===== config.mk =====
export PLATFORM = sky130hd
export DESIGN_NAME = uart_tx_ctrl
export DESIGN_NICKNAME = d
export VERILOG_FILES = /design/src/rtl/uart_tx_ctrl.sv
export SDC_FILE = /design/constraint.sdc
export NUM_CORES = 1
export LEC_CHECK = 0
export ABC_AREA = 1
export CAP_MARGIN = 40
export CELL_PAD_IN_SITES_DETAIL_PLACEMENT = 0
export CELL_PAD_IN_SITES_GLOBAL_PLACEMENT = 1
export CORE_MARGIN = 2
export CORE_UTILIZATION = 40
export DETAILED_ROUTE_END_ITERATION = 12
export GPL_TIMING_DRIVEN = 0
export PLACE_DENSITY = 0.86
export REMOVE_ABC_BUFFERS = 1
export SYNTH_ARGS = -nofsm -noshare
export SYNTH_HDL_FRONTEND = slang
export SYNTH_SLANG_ARGS = --single-unit

===== constraint.sdc =====
create_clock -name clk -period 2.1 [get_ports clk]
set_clock_uncertainty 0.2 [all_clocks]
set_input_delay 0.21 -clock clk [delete_from_list [all_inputs] [get_ports clk]]
set_output_delay 0.21 -clock clk [all_outputs]
set_load 0.03 [all_outputs]

===== src/rtl/uart_tx_ctrl.sv =====
// UART transmit controller: accepts one byte over valid/ready and serialises
// it as start bit, DATA_BITS data bits LSB first, stop bit.
module uart_tx_ctrl #(
    parameter int unsigned CLKS_PER_BIT = 16,
    parameter int unsigned DATA_BITS    = 8
) (
    input  logic                 clk,
    input  logic                 reset,
    input  logic [DATA_BITS-1:0] tx_data,
    input  logic                 tx_valid,
    output logic                 tx_ready,
    output logic                 tx_out,
    output logic                 busy,
    output logic                 tx_done
);

    localparam int unsigned CNT_W = (CLKS_PER_BIT > 1) ? $clog2(CLKS_PER_BIT) : 1;
    localparam int unsigned IDX_W = $clog2(DATA_BITS);

    localparam logic [CNT_W-1:0] BAUD_TERM = CNT_W'(CLKS_PER_BIT - 1);
    localparam logic [IDX_W-1:0] LAST_IDX  = IDX_W'(DATA_BITS - 1);

    typedef enum logic [1:0] {
        IDLE  = 2'd0,
        START = 2'd1,
        DATA  = 2'd2,
        STOP  = 2'd3
    } state_t;

    state_t               state, state_next;
    logic [CNT_W-1:0]     baud_cnt, baud_cnt_next;
    logic [IDX_W-1:0]     bit_idx, bit_idx_next;
    logic [DATA_BITS-1:0] shift_reg, shift_reg_next;
    logic                 tx_out_next, tx_ready_next, busy_next, tx_done_next;

    logic accept;
    logic baud_term;

    assign accept    = tx_valid && tx_ready && (state == IDLE);
    assign baud_term = (baud_cnt == BAUD_TERM);

    // State register
    always_ff @(posedge clk or posedge reset) begin
        if (reset) begin
            state <= IDLE;
        end else begin
            state <= state_next;
        end
    end

    // Datapath and registered outputs
    always_ff @(posedge clk or posedge reset) begin
        if (reset) begin
            baud_cnt  <= '0;
            bit_idx   <= '0;
            shift_reg <= '0;
            tx_out    <= 1'b1;
            tx_ready  <= 1'b1;
            busy      <= 1'b0;
            tx_done   <= 1'b0;
        end else begin
            baud_cnt  <= baud_cnt_next;
            bit_idx   <= bit_idx_next;
            shift_reg <= shift_reg_next;
            tx_out    <= tx_out_next;
            tx_ready  <= tx_ready_next;
            busy      <= busy_next;
            tx_done   <= tx_done_next;
        end
    end

    // Next-state logic: each bit state ends at the baud terminal count
    always_comb begin
        state_next = state;
        case (state)
            IDLE:    if (accept) state_next = START;
            START:   if (baud_term) state_next = DATA;
            DATA:    if (baud_term && (bit_idx == LAST_IDX)) state_next = STOP;
            STOP:    if (baud_term) state_next = IDLE;
            default: state_next = IDLE;
        endcase
    end

    // Next values for counters, shift register and outputs
    always_comb begin
        baud_cnt_next  = baud_cnt;
        bit_idx_next   = bit_idx;
        shift_reg_next = shift_reg;
        tx_out_next    = tx_out;
        tx_ready_next  = tx_ready;
        busy_next      = busy;
        tx_done_next   = 1'b0;
        case (state)
            IDLE: begin
                tx_out_next   = 1'b1;
                tx_ready_next = 1'b1;
                busy_next     = 1'b0;
                baud_cnt_next = '0;
                if (accept) begin
                    shift_reg_next = tx_data;
                    bit_idx_next   = '0;
                    tx_ready_next  = 1'b0;
                    busy_next      = 1'b1;
                    tx_out_next    = 1'b0;
                end
            end
            START: begin
                tx_out_next   = 1'b0;
                baud_cnt_next = baud_cnt + CNT_W'(1);
                if (baud_term) begin
                    baud_cnt_next = '0;
                    bit_idx_next  = '0;
                    tx_out_next   = shift_reg[0];
                end
            end
            DATA: begin
                tx_out_next   = shift_reg[0];
                baud_cnt_next = baud_cnt + CNT_W'(1);
                if (baud_term) begin
                    baud_cnt_next  = '0;
                    shift_reg_next = {1'b0, shift_reg[DATA_BITS-1:1]};
                    bit_idx_next   = bit_idx + IDX_W'(1);
                    tx_out_next    = (bit_idx == LAST_IDX) ? 1'b1 : shift_reg[1];
                end
            end
            STOP: begin
                tx_out_next   = 1'b1;
                baud_cnt_next = baud_cnt + CNT_W'(1);
                if (baud_term) begin
                    baud_cnt_next = '0;
                    tx_done_next  = 1'b1;
                    tx_ready_next = 1'b1;
                    busy_next     = 1'b0;
                end
            end
            default: begin
                baud_cnt_next = '0;
                bit_idx_next  = '0;
                tx_out_next   = 1'b1;
                tx_ready_next = 1'b1;
                busy_next     = 1'b0;
            end
        endcase
    end

endmodule


==> metrics.txt <==
vias in the first global route=983; RD Place Congestion=0.804; post-route cell area=around 1400 um^2; Pwr per Cell Area=about 1400 nW/um^2; drt first pass iters=8; Placed Area=1350 um^2; met3 usage=0.0284; fillcell total=284; Clock Path Buffers=2; total power draw=between 1.5 and 2 mW; # IOs=15; maxcap violations=0; CP max-delay cell=clkdlybuf4s50_1; Netlist cell types=20; worst setup path class=reg -> out; vias=951; Yosys warning total=0; Die Y=around 59 um; status=finished with violations; Pins Over Slew Limit=0; unrepaired setup endpoints after global routing=false; Synth Cell Area=1210 um^2; gr busiest metal=met2; delay-heaviest family, CP=buffers and inverters; CTS Buf Count=3; Worst setup EP type=primary output; die width=59.0 um; First DRT Iteration DRCs=50; share of cells above drive strength 1=0.143; routing usage on met2=0.268; Worst R2R Setup Slack=0.22 ns; Critical Path AT=1.57 ns; relative slew slack=0.476; fin crit period=1.98 ns; IO Port Bufs=14; area of the multi-input gates=554 um^2; hpwl dp=between 1500 and 2000 um; antenna cells=0; crit share post-route=0.945; Buf+Inv Stages, Crit Path=1; die area=roughly 3500 um^2; fin util=0.490; failing checks=DRC; GRT Util Overall=0.150; CORE AREA=approximately 2800 um^2; Cell Rows=19; first-pass GRT wire length=4040 um; crit-path max FO=4; Pleak=0.731 nW; area delta synth->final=13.7%; final wirelength=2140 um; vias per std cell=4.95; Worst-Skew Late Latency=~0.3 ns; syn_area_per_cell=8.28 um^2; layout net count=182; number of antenna-violating nets in the routed design=0; clock sinks=21; Post-Syn Instances=146; CTS tree=done; Hold Vio Cnt, Final=0; pin count of the biggest net entering global routing=22; WP data required=1.69 ns; Storage cell area=528 um^2; number of synthesized register bits=21; CP startpoint kind=flop; hold buffer count at CTS=0; Worst-Margin Slew=0.785 ns; max reg flops=8; Setup WS pre-CTS=0.128 ns; CTS Root Cell=clkbuf_4; initial antenna violation count=0; detailed-route DRC error count=4; Max Freq=504 MHz; Reg clk slew, reported paths=0.11 ns; maximum vdd drop=0.583 mV; final global-route overflow total=0; PnR worst setup slack=between 0.1 and 0.15 ns; total negative slack=0 ns; Critical Path Max Stage Delay=0.69 ns; worst hold path type=in -> async; CP Cell Sequence=clkdlybuf4s50_1; Seq/Total Area, Yosys=0.437; met1 Use GR=0.177; WL per Instance=11.2 um; Setup Viol. Count Final=0; H-tree Lvls=1; Starting Density=0.431
cells in the final DEF (no fill, tap or decap), types with 2 or more instances in the layout:
master,count
nand2_2,9
nand2_1,43
clkbuf_4,3
inv_1,18
o21ai_2,4
dfrtp_1,19
nor2_1,11
a21oi_1,4
o21ai_0,5
clkdlybuf4s50_1,14
ha_1,9
nand3_1,4
dfstp_2,2
o21ai_1,8
synth_stat cells (all sizes together):
| cell type | number | share of area |
|---|---|---|
| nand2 | 52 | 0.18 |
| inv | 20 | 0.062 |
| dfrtp | 19 | 0.39 |
| o21ai | 17 | 0.083 |
| nor2 | 11 | 0.034 |
| ha | 9 | 0.093 |
| nand3 | 6 | 0.039 |
| a21oi | 4 | 0.017 |
| buf | 3 | 0.035 |
| dfstp | 2 | 0.043 |
| clkinv | 1 | 0.0072 |
| nand4 | 1 | 0.0052 |
| xor2 | 1 | 0.0072 |
logic make-up (layout without fill, tap and decap cells):
kind of cell / count (synthesis) / count (layout) / synth area share
buffers and inverters: 24 / 39 / 0.105
xor gates and xnor gates: 1 / 1 / 0.00725
adders and majority gates: 9 / 9 / 0.0932
and+or+nand+nor: 70 / 70 / 0.259
DFF: 21 / 21 / 0.437
AOI/OAI and AO/OA: 21 / 21 / 0.0994
per-stage QoR:
stage                     instances  hold WS (ns)
final                           192         0.140
after detailed placement        188         0.264
after floorplan                 143       -0.0150
after global placement          188         0.251
after global routing            192         0.215
after CTS                       192         0.168
worst paths after layout:
check | startpoint | to | cells after the start
worst min-delay path | reset | baud_cnt[0]$_DFF_PP0_ | 2
worst max register to register | state[0]$_DFFE_PP0P_ | state[1]$_DFFE_PP0P_ | 8
max in group asynchronous | reset | shift_reg[6]$_DFFE_PP0P_ | 2
worst min register to register | baud_cnt[0]$_DFF_PP0_ | baud_cnt[0]$_DFF_PP0_ | 1
min in group clk | baud_cnt[0]$_DFF_PP0_ | baud_cnt[0]$_DFF_PP0_ | 1
worst max-delay path | tx_ready$_DFFE_PP1P_ | tx_ready | 1
report_power, final:
group / total (mW) / switching [mW] / internal, mW / leakage, nW
registers: 0.689 / 0.107 / 0.582 / 0.267
logic: 0.993 / 0.638 / 0.355 / 0.450
clock network: 0.194 / 0.120 / 0.0741 / 0.0150
total: 1.88 / 0.864 / 1.01 / 0.731
metal layers:
metal  share of wire  vias to the layer above
li1                -                      480
met1            0.45                      451
met2            0.49                       16
met3           0.052                        4
met4           0.011                        0
met5               0                        -
what timing repair did:
action	4_1_cts	5_1_grt
endpoints found under the setup margin	0	5
buffers inserted	0	0
resized for setup	0	2
layout make-up:
type                            instances  share of cell area
Multi-Input combinational cell        101               0.403
Sequential cell                        21               0.384
Timing Repair Buffer                   14               0.102
Inverter                               21              0.0628
Tap cell                               31              0.0282
Clock buffer                            4              0.0191
Power figures use the tool's default switching activity.
